--- config.mk ---
export PLATFORM = sky130hd
export DESIGN_NAME = operand_fetch_flat
export DESIGN_NICKNAME = d
export VERILOG_FILES = /design/src/rtl/opfetch_pkg.sv /design/src/rtl/operand_fetch_if.sv /design/src/rtl/opfetch_scoreboard.sv /design/src/rtl/operand_fetch.sv /design/src/flat_wrapper.sv
export SDC_FILE = /design/constraint.sdc
export NUM_CORES = 1
export LEC_CHECK = 0
export BUFFER_PORTS_ARGS = -buffer_cell sky130_fd_sc_hd__buf_2
export CAP_MARGIN = 5
export CELL_PAD_IN_SITES_DETAIL_PLACEMENT = 2
export CELL_PAD_IN_SITES_GLOBAL_PLACEMENT = 2
export CORE_UTILIZATION = 29
export DETAILED_ROUTE_END_ITERATION = 12
export PLACE_DENSITY = 0.94
export SLEW_MARGIN = 15
export SYNTH_ARGS = -nofsm -noshare
export SYNTH_HDL_FRONTEND = slang
export SYNTH_SLANG_ARGS = --single-unit
--- constraint.sdc ---
create_clock -name clk -period 6.2 [get_ports clk]
set_clock_uncertainty 0.15 [all_clocks]
set_input_delay 0 -clock clk [delete_from_list [all_inputs] [get_ports clk]]
set_output_delay 0 -clock clk [all_outputs]
set_load 0.01 [all_outputs]
--- src/rtl/opfetch_pkg.sv ---
// ============================================================================
// opfetch_pkg : shared register-index types, EX payload struct, bypass helper
// Revision    : 1.0
// ============================================================================
`default_nettype none

package opfetch_pkg;

   localparam int REG_ADDR_W = 5;
   localparam logic [REG_ADDR_W-1:0] REG_ZERO = 5'd0;
   localparam int NUM_REGS   = 1 << REG_ADDR_W;
   localparam int OPF_XLEN   = 32;
   localparam int OPF_CTRL_W = 16;

   typedef logic [REG_ADDR_W-1:0] reg_addr_t;

   // Payload handed to EX alongside the two operand values.
   typedef struct packed {
      reg_addr_t             rd;
      logic                  regwrite;
      reg_addr_t             rs1;
      reg_addr_t             rs2;
      logic [OPF_XLEN-1:0]   imm;
      logic [OPF_XLEN-1:0]   pc;
      logic [OPF_CTRL_W-1:0] ctrl;
   } ex_payload_t;

   // True when the writeback port is updating a real (nonzero) source register.
   function automatic logic wb_hits(input logic we, input reg_addr_t wreg, input reg_addr_t src);
      return we && (wreg == src) && (src != REG_ZERO);
   endfunction

endpackage

`default_nettype wire

--- src/rtl/operand_fetch_if.sv ---
// ============================================================================
// operand_fetch_if : decode, register-file, writeback and EX signals of the stage
// Revision         : 1.0
// ============================================================================
`default_nettype none

interface operand_fetch_if
   import opfetch_pkg::*;
#(
   parameter int XLEN   = 32,
   parameter int CTRL_W = 16
) ();

   logic              in_valid;
   logic              in_ready;
   reg_addr_t         in_rs1;
   reg_addr_t         in_rs2;
   reg_addr_t         in_rd;
   logic              in_regwrite;
   logic [XLEN-1:0]   in_imm;
   logic [XLEN-1:0]   in_pc;
   logic [CTRL_W-1:0] in_ctrl;

   reg_addr_t         rf_read_reg1;
   reg_addr_t         rf_read_reg2;
   logic [XLEN-1:0]   rf_read_data1;
   logic [XLEN-1:0]   rf_read_data2;

   logic              wb_regwrite;
   reg_addr_t         wb_write_reg;
   logic [XLEN-1:0]   wb_write_data;

   logic              flush;

   logic              out_valid;
   logic              out_ready;
   logic [XLEN-1:0]   out_rs1_data;
   logic [XLEN-1:0]   out_rs2_data;
   reg_addr_t         out_rs1;
   reg_addr_t         out_rs2;
   reg_addr_t         out_rd;
   logic              out_regwrite;
   logic [XLEN-1:0]   out_imm;
   logic [XLEN-1:0]   out_pc;
   logic [CTRL_W-1:0] out_ctrl;

   modport slave (
      input  in_valid, in_rs1, in_rs2, in_rd, in_regwrite, in_imm, in_pc, in_ctrl,
      output in_ready,
      output rf_read_reg1, rf_read_reg2,
      input  rf_read_data1, rf_read_data2,
      input  wb_regwrite, wb_write_reg, wb_write_data,
      input  flush,
      output out_valid,
      input  out_ready,
      output out_rs1_data, out_rs2_data, out_rs1, out_rs2, out_rd, out_regwrite,
      output out_imm, out_pc, out_ctrl
   );

   modport master (
      output in_valid, in_rs1, in_rs2, in_rd, in_regwrite, in_imm, in_pc, in_ctrl,
      input  in_ready,
      input  rf_read_reg1, rf_read_reg2,
      output rf_read_data1, rf_read_data2,
      output wb_regwrite, wb_write_reg, wb_write_data,
      output flush,
      input  out_valid,
      output out_ready,
      input  out_rs1_data, out_rs2_data, out_rs1, out_rs2, out_rd, out_regwrite,
      input  out_imm, out_pc, out_ctrl
   );

endinterface

`default_nettype wire

--- src/rtl/opfetch_scoreboard.sv ---
// ============================================================================
// opfetch_scoreboard : pending-write bit vector and source-hazard stall lookup
// Used only when OPFETCH_SCOREBOARD_EN is defined.       Revision : 1.0
// ============================================================================
`default_nettype none

module opfetch_scoreboard
   import opfetch_pkg::*;
(
   input  wire       clk,
   input  wire       reset_n,
   input  wire       i_flush,
   input  wire       i_set_en,
   input  reg_addr_t i_set_reg,
   input  wire       i_clr_en,
   input  reg_addr_t i_clr_reg,
   input  wire       i_in_valid,
   input  reg_addr_t i_in_rs1,
   input  reg_addr_t i_in_rs2,
   input  wire       i_held_wr,
   input  reg_addr_t i_held_rd,
   output logic      o_stall
);

   logic [NUM_REGS-1:1] r_pending;
   logic [NUM_REGS-1:0] w_pending;
   logic                w_blk1;
   logic                w_blk2;

   assign w_pending = {r_pending, 1'b0};

   // Set is checked before clear so a same-cycle set/clear leaves the bit set.
   always_ff @(posedge clk or negedge reset_n) begin
      if (!reset_n) begin
         r_pending <= '0;
      end else if (i_flush) begin
         r_pending <= '0;
      end else begin
         for (int i = 1; i < NUM_REGS; i++) begin
            if (i_set_en && (i_set_reg == reg_addr_t'(i))) begin
               r_pending[i] <= 1'b1;
            end else if (i_clr_en && (i_clr_reg == reg_addr_t'(i))) begin
               r_pending[i] <= 1'b0;
            end
         end
      end
   end

   always_comb begin
      w_blk1 = 1'b0;
      w_blk2 = 1'b0;
      if (i_in_rs1 != REG_ZERO) begin
         w_blk1 = (w_pending[i_in_rs1] && !wb_hits(i_clr_en, i_clr_reg, i_in_rs1))
                  || (i_held_wr && (i_held_rd == i_in_rs1));
      end
      if (i_in_rs2 != REG_ZERO) begin
         w_blk2 = (w_pending[i_in_rs2] && !wb_hits(i_clr_en, i_clr_reg, i_in_rs2))
                  || (i_held_wr && (i_held_rd == i_in_rs2));
      end
   end

   assign o_stall = i_in_valid && (w_blk1 || w_blk2);

endmodule

`default_nettype wire

--- src/rtl/operand_fetch.sv ---
// ============================================================================
// operand_fetch : register-file read, writeback bypass, one-entry EX register
// Optional hazard scoreboard: OPFETCH_SCOREBOARD_EN.      Revision : 1.0
// ============================================================================
`default_nettype none

module operand_fetch
   import opfetch_pkg::*;
#(
   parameter int XLEN   = 32,
   parameter int CTRL_W = 16
) (
   input  wire             clk,
   input  wire             reset_n,
   operand_fetch_if.slave  bus
);

   logic              w_stall;
   logic              w_capture;
   logic [XLEN-1:0]   w_op1;
   logic [XLEN-1:0]   w_op2;

   logic              r_valid;
   reg_addr_t         r_rs1;
   reg_addr_t         r_rs2;
   reg_addr_t         r_rd;
   logic              r_regwrite;
   logic [XLEN-1:0]   r_rs1_data;
   logic [XLEN-1:0]   r_rs2_data;
   logic [XLEN-1:0]   r_imm;
   logic [XLEN-1:0]   r_pc;
   logic [CTRL_W-1:0] r_ctrl;

   assign bus.rf_read_reg1 = bus.in_rs1;
   assign bus.rf_read_reg2 = bus.in_rs2;

   always_comb begin
      w_op1 = bus.rf_read_data1;
      w_op2 = bus.rf_read_data2;
      if (bus.in_rs1 == REG_ZERO) begin
         w_op1 = '0;
      end else if (wb_hits(bus.wb_regwrite, bus.wb_write_reg, bus.in_rs1)) begin
         w_op1 = bus.wb_write_data;
      end
      if (bus.in_rs2 == REG_ZERO) begin
         w_op2 = '0;
      end else if (wb_hits(bus.wb_regwrite, bus.wb_write_reg, bus.in_rs2)) begin
         w_op2 = bus.wb_write_data;
      end
   end

`ifdef OPFETCH_SCOREBOARD_EN
   opfetch_scoreboard u_scoreboard (
      .clk        (clk),
      .reset_n    (reset_n),
      .i_flush    (bus.flush),
      .i_set_en   (r_valid && bus.out_ready && r_regwrite),
      .i_set_reg  (r_rd),
      .i_clr_en   (bus.wb_regwrite),
      .i_clr_reg  (bus.wb_write_reg),
      .i_in_valid (bus.in_valid),
      .i_in_rs1   (bus.in_rs1),
      .i_in_rs2   (bus.in_rs2),
      .i_held_wr  (r_valid && r_regwrite),
      .i_held_rd  (r_rd),
      .o_stall    (w_stall)
   );
`else
   assign w_stall = 1'b0;
`endif

   assign bus.in_ready = (!r_valid || bus.out_ready) && !w_stall;
   assign w_capture    = bus.in_valid && bus.in_ready;

   // Flush outranks capture; when nothing is captured the held operands track
   // writeback so a stalled instruction never carries a stale value.
   always_ff @(posedge clk or negedge reset_n) begin
      if (!reset_n) begin
         r_valid    <= 1'b0;
         r_rs1      <= '0;
         r_rs2      <= '0;
         r_rd       <= '0;
         r_regwrite <= 1'b0;
         r_rs1_data <= '0;
         r_rs2_data <= '0;
         r_imm      <= '0;
         r_pc       <= '0;
         r_ctrl     <= '0;
      end else if (bus.flush) begin
         r_valid <= 1'b0;
      end else if (w_capture) begin
         r_valid    <= 1'b1;
         r_rs1      <= bus.in_rs1;
         r_rs2      <= bus.in_rs2;
         r_rd       <= bus.in_rd;
         r_regwrite <= bus.in_regwrite;
         r_rs1_data <= w_op1;
         r_rs2_data <= w_op2;
         r_imm      <= bus.in_imm;
         r_pc       <= bus.in_pc;
         r_ctrl     <= bus.in_ctrl;
      end else begin
         if (bus.out_ready) begin
            r_valid <= 1'b0;
         end
         if (wb_hits(bus.wb_regwrite, bus.wb_write_reg, r_rs1)) begin
            r_rs1_data <= bus.wb_write_data;
         end
         if (wb_hits(bus.wb_regwrite, bus.wb_write_reg, r_rs2)) begin
            r_rs2_data <= bus.wb_write_data;
         end
      end
   end

   assign bus.out_valid    = r_valid;
   assign bus.out_rs1      = r_rs1;
   assign bus.out_rs2      = r_rs2;
   assign bus.out_rd       = r_rd;
   assign bus.out_regwrite = r_regwrite;
   assign bus.out_rs1_data = r_rs1_data;
   assign bus.out_rs2_data = r_rs2_data;
   assign bus.out_imm      = r_imm;
   assign bus.out_pc       = r_pc;
   assign bus.out_ctrl     = r_ctrl;

endmodule

`default_nettype wire

--- src/flat_wrapper.sv ---
// flat-port wrapper written by rule: the top's interface ports become plain ports
module operand_fetch_flat import opfetch_pkg::*;
#(
   parameter int XLEN   = 32,
   parameter int CTRL_W = 16
)
  (clk, reset_n, bus_in_valid, bus_in_rs1, bus_in_rs2, bus_in_rd, bus_in_regwrite, bus_in_imm, bus_in_pc, bus_in_ctrl, bus_in_ready, bus_rf_read_reg1, bus_rf_read_reg2, bus_rf_read_data1, bus_rf_read_data2, bus_wb_regwrite, bus_wb_write_reg, bus_wb_write_data, bus_flush, bus_out_valid, bus_out_ready, bus_out_rs1_data, bus_out_rs2_data, bus_out_rs1, bus_out_rs2, bus_out_rd, bus_out_regwrite, bus_out_imm, bus_out_pc, bus_out_ctrl);
  operand_fetch_if #(.XLEN(XLEN), .CTRL_W(CTRL_W)) bus_i ();
  input  wire clk;
  input  wire reset_n;
  input wire logic [$bits(bus_i.in_valid)-1:0] bus_in_valid;
  input wire logic [$bits(bus_i.in_rs1)-1:0] bus_in_rs1;
  input wire logic [$bits(bus_i.in_rs2)-1:0] bus_in_rs2;
  input wire logic [$bits(bus_i.in_rd)-1:0] bus_in_rd;
  input wire logic [$bits(bus_i.in_regwrite)-1:0] bus_in_regwrite;
  input wire logic [$bits(bus_i.in_imm)-1:0] bus_in_imm;
  input wire logic [$bits(bus_i.in_pc)-1:0] bus_in_pc;
  input wire logic [$bits(bus_i.in_ctrl)-1:0] bus_in_ctrl;
  output wire logic [$bits(bus_i.in_ready)-1:0] bus_in_ready;
  output wire logic [$bits(bus_i.rf_read_reg1)-1:0] bus_rf_read_reg1;
  output wire logic [$bits(bus_i.rf_read_reg2)-1:0] bus_rf_read_reg2;
  input wire logic [$bits(bus_i.rf_read_data1)-1:0] bus_rf_read_data1;
  input wire logic [$bits(bus_i.rf_read_data2)-1:0] bus_rf_read_data2;
  input wire logic [$bits(bus_i.wb_regwrite)-1:0] bus_wb_regwrite;
  input wire logic [$bits(bus_i.wb_write_reg)-1:0] bus_wb_write_reg;
  input wire logic [$bits(bus_i.wb_write_data)-1:0] bus_wb_write_data;
  input wire logic [$bits(bus_i.flush)-1:0] bus_flush;
  output wire logic [$bits(bus_i.out_valid)-1:0] bus_out_valid;
  input wire logic [$bits(bus_i.out_ready)-1:0] bus_out_ready;
  output wire logic [$bits(bus_i.out_rs1_data)-1:0] bus_out_rs1_data;
  output wire logic [$bits(bus_i.out_rs2_data)-1:0] bus_out_rs2_data;
  output wire logic [$bits(bus_i.out_rs1)-1:0] bus_out_rs1;
  output wire logic [$bits(bus_i.out_rs2)-1:0] bus_out_rs2;
  output wire logic [$bits(bus_i.out_rd)-1:0] bus_out_rd;
  output wire logic [$bits(bus_i.out_regwrite)-1:0] bus_out_regwrite;
  output wire logic [$bits(bus_i.out_imm)-1:0] bus_out_imm;
  output wire logic [$bits(bus_i.out_pc)-1:0] bus_out_pc;
  output wire logic [$bits(bus_i.out_ctrl)-1:0] bus_out_ctrl;
  assign bus_i.in_valid = bus_in_valid;
  assign bus_i.in_rs1 = bus_in_rs1;
  assign bus_i.in_rs2 = bus_in_rs2;
  assign bus_i.in_rd = bus_in_rd;
  assign bus_i.in_regwrite = bus_in_regwrite;
  assign bus_i.in_imm = bus_in_imm;
  assign bus_i.in_pc = bus_in_pc;
  assign bus_i.in_ctrl = bus_in_ctrl;
  assign bus_in_ready = bus_i.in_ready;
  assign bus_rf_read_reg1 = bus_i.rf_read_reg1;
  assign bus_rf_read_reg2 = bus_i.rf_read_reg2;
  assign bus_i.rf_read_data1 = bus_rf_read_data1;
  assign bus_i.rf_read_data2 = bus_rf_read_data2;
  assign bus_i.wb_regwrite = bus_wb_regwrite;
  assign bus_i.wb_write_reg = bus_wb_write_reg;
  assign bus_i.wb_write_data = bus_wb_write_data;
  assign bus_i.flush = bus_flush;
  assign bus_out_valid = bus_i.out_valid;
  assign bus_i.out_ready = bus_out_ready;
  assign bus_out_rs1_data = bus_i.out_rs1_data;
  assign bus_out_rs2_data = bus_i.out_rs2_data;
  assign bus_out_rs1 = bus_i.out_rs1;
  assign bus_out_rs2 = bus_i.out_rs2;
  assign bus_out_rd = bus_i.out_rd;
  assign bus_out_regwrite = bus_i.out_regwrite;
  assign bus_out_imm = bus_i.out_imm;
  assign bus_out_pc = bus_i.out_pc;
  assign bus_out_ctrl = bus_i.out_ctrl;
  operand_fetch #(.XLEN(XLEN), .CTRL_W(CTRL_W)) u_core (.clk(clk), .reset_n(reset_n), .bus(bus_i));
endmodule
=== Word level (Yosys, flattened, before mapping) ===
Cells that the tools add are included.
W data, S select, Z words.

* Logic and storage cells: 49
* Bits of input ports: 203
* Output and inout bits: 172
* Memories: 0
* Latch bits: 0
* Memory bits (writable): 0
* Memory bits (read-only): 0
* Register bits after elaboration: 161

* Mux-type cells: 11
* Add/subtract/negate cells: 0
* Shifts and indexed selects: 0
* $mul: 0
* Equal/unequal tests: 4
* Divide/modulo/power cells: 0
* Magnitude comparators: 0
* Reductions and logical operators: 23
* Bitwise gates (word level): 1

{| class="wikitable"
|+ Operator list
! operator !! count
|-
| $mux W32 || 8
|-
| $eq A5 B5 Y1 || 4
|-
| $reduce_bool A5 Y1 || 4
|-
| $logic_not A5 Y1 || 2
|-
| $logic_and A1 B1 Y1 || 9
|-
| $reduce_and A2 Y1 || 3
|-
| $reduce_bool A2 Y1 || 2
|-
| $mux W1 || 3
|-
| $reduce_bool A3 Y1 || 1
|-
| $logic_not A1 Y1 || 1
|-
| $logic_or A1 B1 Y1 || 1
|-
| $not A1 Y1 || 1
|}

=== Logic depth before layout (Yosys ltp) ===
* Word-level depth: 6
* Gate-level depth with buffers: 8
* Mapped depth without buffers: 5

=== Worst setup path before layout ===
No wires, ideal clock.

* Path type: reg-to-reg
* From: register u_core.r_valid, in the netlist u_core.bus.out_valid
* To: register u_core.r_imm[10], in the netlist u_core.bus.out_imm[10]
* Slack: 4.059 ns
* Stages on the path, launching flop included: 7
* Path buffers: 3
* Data arrival time: 1.867 ns
* Period minus slack after synthesis: 2.141 ns
* Data required time: 5.925 ns
* Setup time: 0.125 ns
* Path through: dfrtp_1 > nand2b_1 > nor3b_1 > buf_2 > buf_1 > buf_2 > mux2_2

* Longest elaborated chain between the ends: 4

{| class="wikitable"
|+ Ends and longest elaborated chain
! what !! RTL line !! RTL
|-
| start: declaration || operand_fetch.sv:23 || <nowiki>logic r_valid;</nowiki>
|-
| start signal: assignment || operand_fetch.sv:79 || <nowiki>r_valid <= 1'b0;</nowiki>
|-
| start signal: assignment || operand_fetch.sv:90 || <nowiki>r_valid <= 1'b0;</nowiki>
|-
| start signal: assignment || operand_fetch.sv:92 || <nowiki>r_valid <= 1'b1;</nowiki>
|-
| $logic_not A1 Y1 || operand_fetch.sv:72 || <nowiki>assign bus.in_ready = (!r_valid || bus.out_ready) && !w_stall;</nowiki>
|-
| $logic_or A1 B1 Y1 || operand_fetch.sv:72 ||
|-
| named net bus_in_ready || flat_wrapper.sv:19 || <nowiki>output wire logic [$bits(bus_i.in_ready)-1:0] bus_in_ready;</nowiki>
|-
| $logic_and A1 B1 Y1 || operand_fetch.sv:73 || <nowiki>assign w_capture = bus.in_valid && bus.in_ready;</nowiki>
|-
| $reduce_and A2 Y1 (no source line) || - ||
|-
| end signal: assignment || operand_fetch.sv:99 || <nowiki>r_imm <= bus.in_imm;</nowiki>
|-
| end: declaration || operand_fetch.sv:30 || <nowiki>logic [XLEN-1:0] r_imm;</nowiki>
|}

The timed path passes the listed nets, and every way through them passes these cells.
A chain may end at the register's enable or synchronous reset.

=== Final worst setup path ===
* From: register u_core.r_valid, in the netlist u_core.bus.out_valid
* To: register u_core.r_rs1_data[31], in the netlist u_core.bus.out_rs1_data[31]

* Longest elaborated chain between the ends: 5
* Elaborated cells on any way between the ends: 6
* Classes of those cells: mux (1); reduce/logical (5)

{| class="wikitable"
|+ Ends and longest elaborated chain
! what !! RTL line !! RTL
|-
| $logic_not A1 Y1 (*) || operand_fetch.sv:72 ||
|-
| $logic_or A1 B1 Y1 (*) || operand_fetch.sv:72 ||
|-
| $logic_and A1 B1 Y1 (*) || operand_fetch.sv:73 ||
|-
| $reduce_bool A2 Y1 (no source line) || - ||
|-
| $reduce_and A2 Y1 (no source line) || - ||
|-
| end signal: assignment || operand_fetch.sv:97 || <nowiki>r_rs1_data <= w_op1;</nowiki>
|-
| end signal: assignment || operand_fetch.sv:107 || <nowiki>r_rs1_data <= bus.wb_write_data;</nowiki>
|-
| end: declaration || operand_fetch.sv:28 || <nowiki>logic [XLEN-1:0] r_rs1_data;</nowiki>
|}

Every way passes the cells marked *; elsewhere a longest branch is shown, timed or not.

==> impl_metrics.env <==
export IMPL_finalSetupViolCount=0
export IMPL_postRouteAntennaNets=0
export IMPL_total_leakage_power_nw=5.84
export IMPL_timing_critical_path_arrival_ps=4360
export IMPL_maximum_vdd_ir_drop_mv=0.117
export IMPL_instances_no_fill=1554
export IMPL_floorplan_die_height_um=163
export IMPL_timing_critical_path_required_ps=6400
export IMPL_cts_root_buffer="sky130_fd_sc_hd__clkbuf_16"
export IMPL_ios=375
export IMPL_post_synth_cell_area_avg_um2=11.5
export IMPL_first_global_vias=9660
export IMPL_post_synth_top_area_fraction_pct=53.3
export IMPL_cts_buffers=17
export IMPL_post_route_drc_count=0
export IMPL_fraction_of_layout_instances_using_a_drive_strength_above_1_pct=45.5
export IMPL_synth_cell_type_count=36
export IMPL_area_enclosed_by_the_die_boundary_mm2=0.0267
export IMPL_clk_pin_slew_ps=80
export IMPL_tightest_slew_ps=1080
export IMPL_final_max_slew_violation_count=0
export IMPL_postSynthCellCount=659
export IMPL_std_cell_rows=58
export IMPL_yosys_register_bits=161
export IMPL_drt_wl_total_um=41000
export IMPL_syn2layout_area_growth_pct=63.1
export IMPL_grt_first_pass_wirelength_um=60700
export IMPL_cts_tree="built"
export IMPL_final_period_utilization_pct=67.0
export IMPL_drt_initial_drc_count=376
export IMPL_route_detailed_vias_per_inst=5.14
export IMPL_slew_headroom_pct=28.0
export IMPL_die_w_um=163
export IMPL_totalPowerFinal_mw=3.54
export IMPL_worst_path_fanout_max=80
export IMPL_synthesis_nets=862
export IMPL_fmax_ghz=0.241
export IMPL_grt_max_degree=102
export IMPL_groute_usage_overall_pct=30.9
export IMPL_finalHoldViolCount=0
export IMPL_number_of_flops_mapped_to_enable_cells_by_yosys=0
export IMPL_port_buffers=374
export IMPL_synth_async_sr_flop_share_pct=100
export IMPL_initial_utilization_pct=29.8
export IMPL_dp_hpwl_um=23000
export IMPL_netlist_top_cells_area="sky130_fd_sc_hd__dfrtp_1 53%, sky130_fd_sc_hd__mux2_2 14%, sky130_fd_sc_hd__o32ai_2 6.5%, sky130_fd_sc_hd__nor3_1 6.4%, sky130_fd_sc_hd__o41ai_1 3.7%"
export IMPL_core_ar_mm2=0.0254
export IMPL_layout_filler_cells=2594
export IMPL_place_inst=1309
export IMPL_nNetsFinal=1408
export IMPL_number_of_antenna_violations_at_the_first_check_in_global_routing=5
export IMPL_setup_total_negative_slack_ps=0
export IMPL_rsz0062_at_grt="no"
export IMPL_wl_per_cell_um=26.4
export IMPL_synth_area_mm2=0.00756
export IMPL_grt_overflow_total=0
export IMPL_power_density_mw_per_mm2=287
export IMPL_yosys_most_used_dff="sky130_fd_sc_hd__dfrtp_1"
export IMPL_cts_root_to_sink_buffers=2
export IMPL_cp_launch_type="flip-flop"
export IMPL_gp_congestion=0.794
export IMPL_criticalPathCategory="reg -> reg"
export IMPL_synth_largest_area_cell="sky130_fd_sc_hd__dfrtp_1"
export IMPL_via_count=7980
export IMPL_hp_class="in -> async"
export IMPL_crit_path_end_kind="flip-flop"
export IMPL_drt_pass1_iter_count=4
export IMPL_cts_num_sinks=161
export IMPL_clock_tree_htree_level_count=4
export IMPL_period_minus_slack_ps=4160
export IMPL_synth_yosys_warnings=0
export IMPL_result_of_the_run="finished clean"
export IMPL_yosysSeqAreaShare_pct=53.3
export IMPL_insertion_delay_ps=420
export IMPL_max_cap_violations=0
-- logic make-up after synthesis --
family / after synthesis / synth area share, %
and+or+nand+nor: 213 / 12.9
buffers and inverters: 98 / 6.04
xor gates and xnor gates: 18 / 2.09
DFF: 161 / 53.3
AOI/OAI and AO/OA: 73 / 11.4
muxes: 96 / 14.3
-- flip-flops by register name, summed over array words and instances, names as in the netlist --
| register | cells |
|---|---|
| u_core.bus.out_imm | 32 |
| u_core.bus.out_regwrite | 1 |
| u_core.bus.out_rd | 5 |
| u_core.bus.out_pc | 32 |
| u_core.bus.out_ctrl | 16 |
| u_core.bus.out_rs2 | 5 |
| u_core.bus.out_rs2_data | 32 |
| u_core.bus.out_rs1_data | 32 |
| u_core.bus.out_rs1 | 5 |
| u_core.bus.out_valid | 1 |
-- area by class of cell --
cell class,count,area [µm²],area share [%]
Timing Repair Buffer,592,4030,32.7
Sequential cell,161,4030,32.7
Multi-Input combinational cell,400,3130,25.4
Clock buffer,17,425,3.45
Tap cell,330,413,3.35
Clock inverter,15,165,1.34
Inverter,33,124,1.00
Antenna cell,6,15.0,0.122
-- timing repair --
action                                 CTS  global route
hold buffers                           207             0
buffers inserted                         0             0
resized for setup                        0             0
endpoints found under the hold margin  261             0
-- report_power, final --
group | switching, mW | internal, mW | leakage, nW
combinational | 0.550 | 0.507 | 3.59
sequential | 0.156 | 1.24 | 1.95
clock | 0.539 | 0.544 | 0.291
total | 1.24 | 2.29 | 5.84
-- cells in the final DEF (no fill, tap or decap), drive strengths merged, types with 4 or more instances in the layout --
cell type,count
buf,385
dlygate4sd3,207
dfrtp,161
nor3,97
mux2,96
nor2,65
inv,40
nand2,34
o41ai,32
o32ai,32
clkbuf,17
xor2,13
clkinv,8
diode,6
xnor2,5
nor4,4
-- metrics by stage --
step	area, µm²	hold slack (ps)	setup slack, ps	utilization (%)
2_1_floorplan	7560	-446	4060	-
3_3_place_gp	9650	15.3	2770	38.0
3_5_place_dp	9650	15.1	2730	38.0
4_1_cts	12300	137	2150	48.5
5_1_grt	12300	159	1810	48.5
6_report	12300	104	2040	48.6
-- synth_stat cells (all sizes together) (2+ instances only) --
cell / instances
and3: 2
buf: 36
clkbuf: 29
dfrtp: 161
inv: 33
mux2: 96
nand2: 34
nand2b: 2
nor2: 65
nor3: 97
nor3b: 2
nor4: 4
o21ai: 2
o32ai: 32
o41ai: 32
or4: 2
xnor2: 5
xor2: 13
-- worst max-delay path, stage by stage (launching register included) --
cell,delay (ps)
sky130_fd_sc_hd__dfrtp_1,370
sky130_fd_sc_hd__nand2b_1,170
sky130_fd_sc_hd__nor3b_2,220
sky130_fd_sc_hd__buf_4,340
sky130_fd_sc_hd__buf_4,880
sky130_fd_sc_hd__a31o_2,250
sky130_fd_sc_hd__o221ai_4,310
sky130_fd_sc_hd__buf_4,430
sky130_fd_sc_hd__o32ai_1,330
sky130_fd_sc_hd__dlygate4sd3_1,630
-- path summary, 6_finish.rpt --
check,startpoint,to,slack [ps],cells after the start
setup / recovery,u_core.bus.out_valid,u_core.bus.out_rs1_data[31],2040,9
hold / removal,reset_n,u_core.bus.out_rs1_data[4],100,2
setup reg to reg,u_core.bus.out_valid,u_core.bus.out_rs1_data[31],2040,9
hold reg to reg,u_core.bus.out_ctrl[13],u_core.bus.out_ctrl[13],370,1
max in group asynchronous,reset_n,u_core.bus.out_rs1_data[24],4370,3
min in group clk,bus_in_ctrl[13],u_core.bus.out_ctrl[13],200,3
-- layer usage --
layer / global-route usage, % / share of wire (%) / vias up / routed length (µm)
met5: 0 / 0 / - / 0
met3: 6.65 / 6.0 / 102 / 2440
met2: 57.0 / 53 / 377 / 21600
met4: 14.9 / 4.3 / 0 / 1780
met1: 33.0 / 37 / 4052 / 15200
li1: - / - / 3449 / -
(Power assumes the default switching activity.)
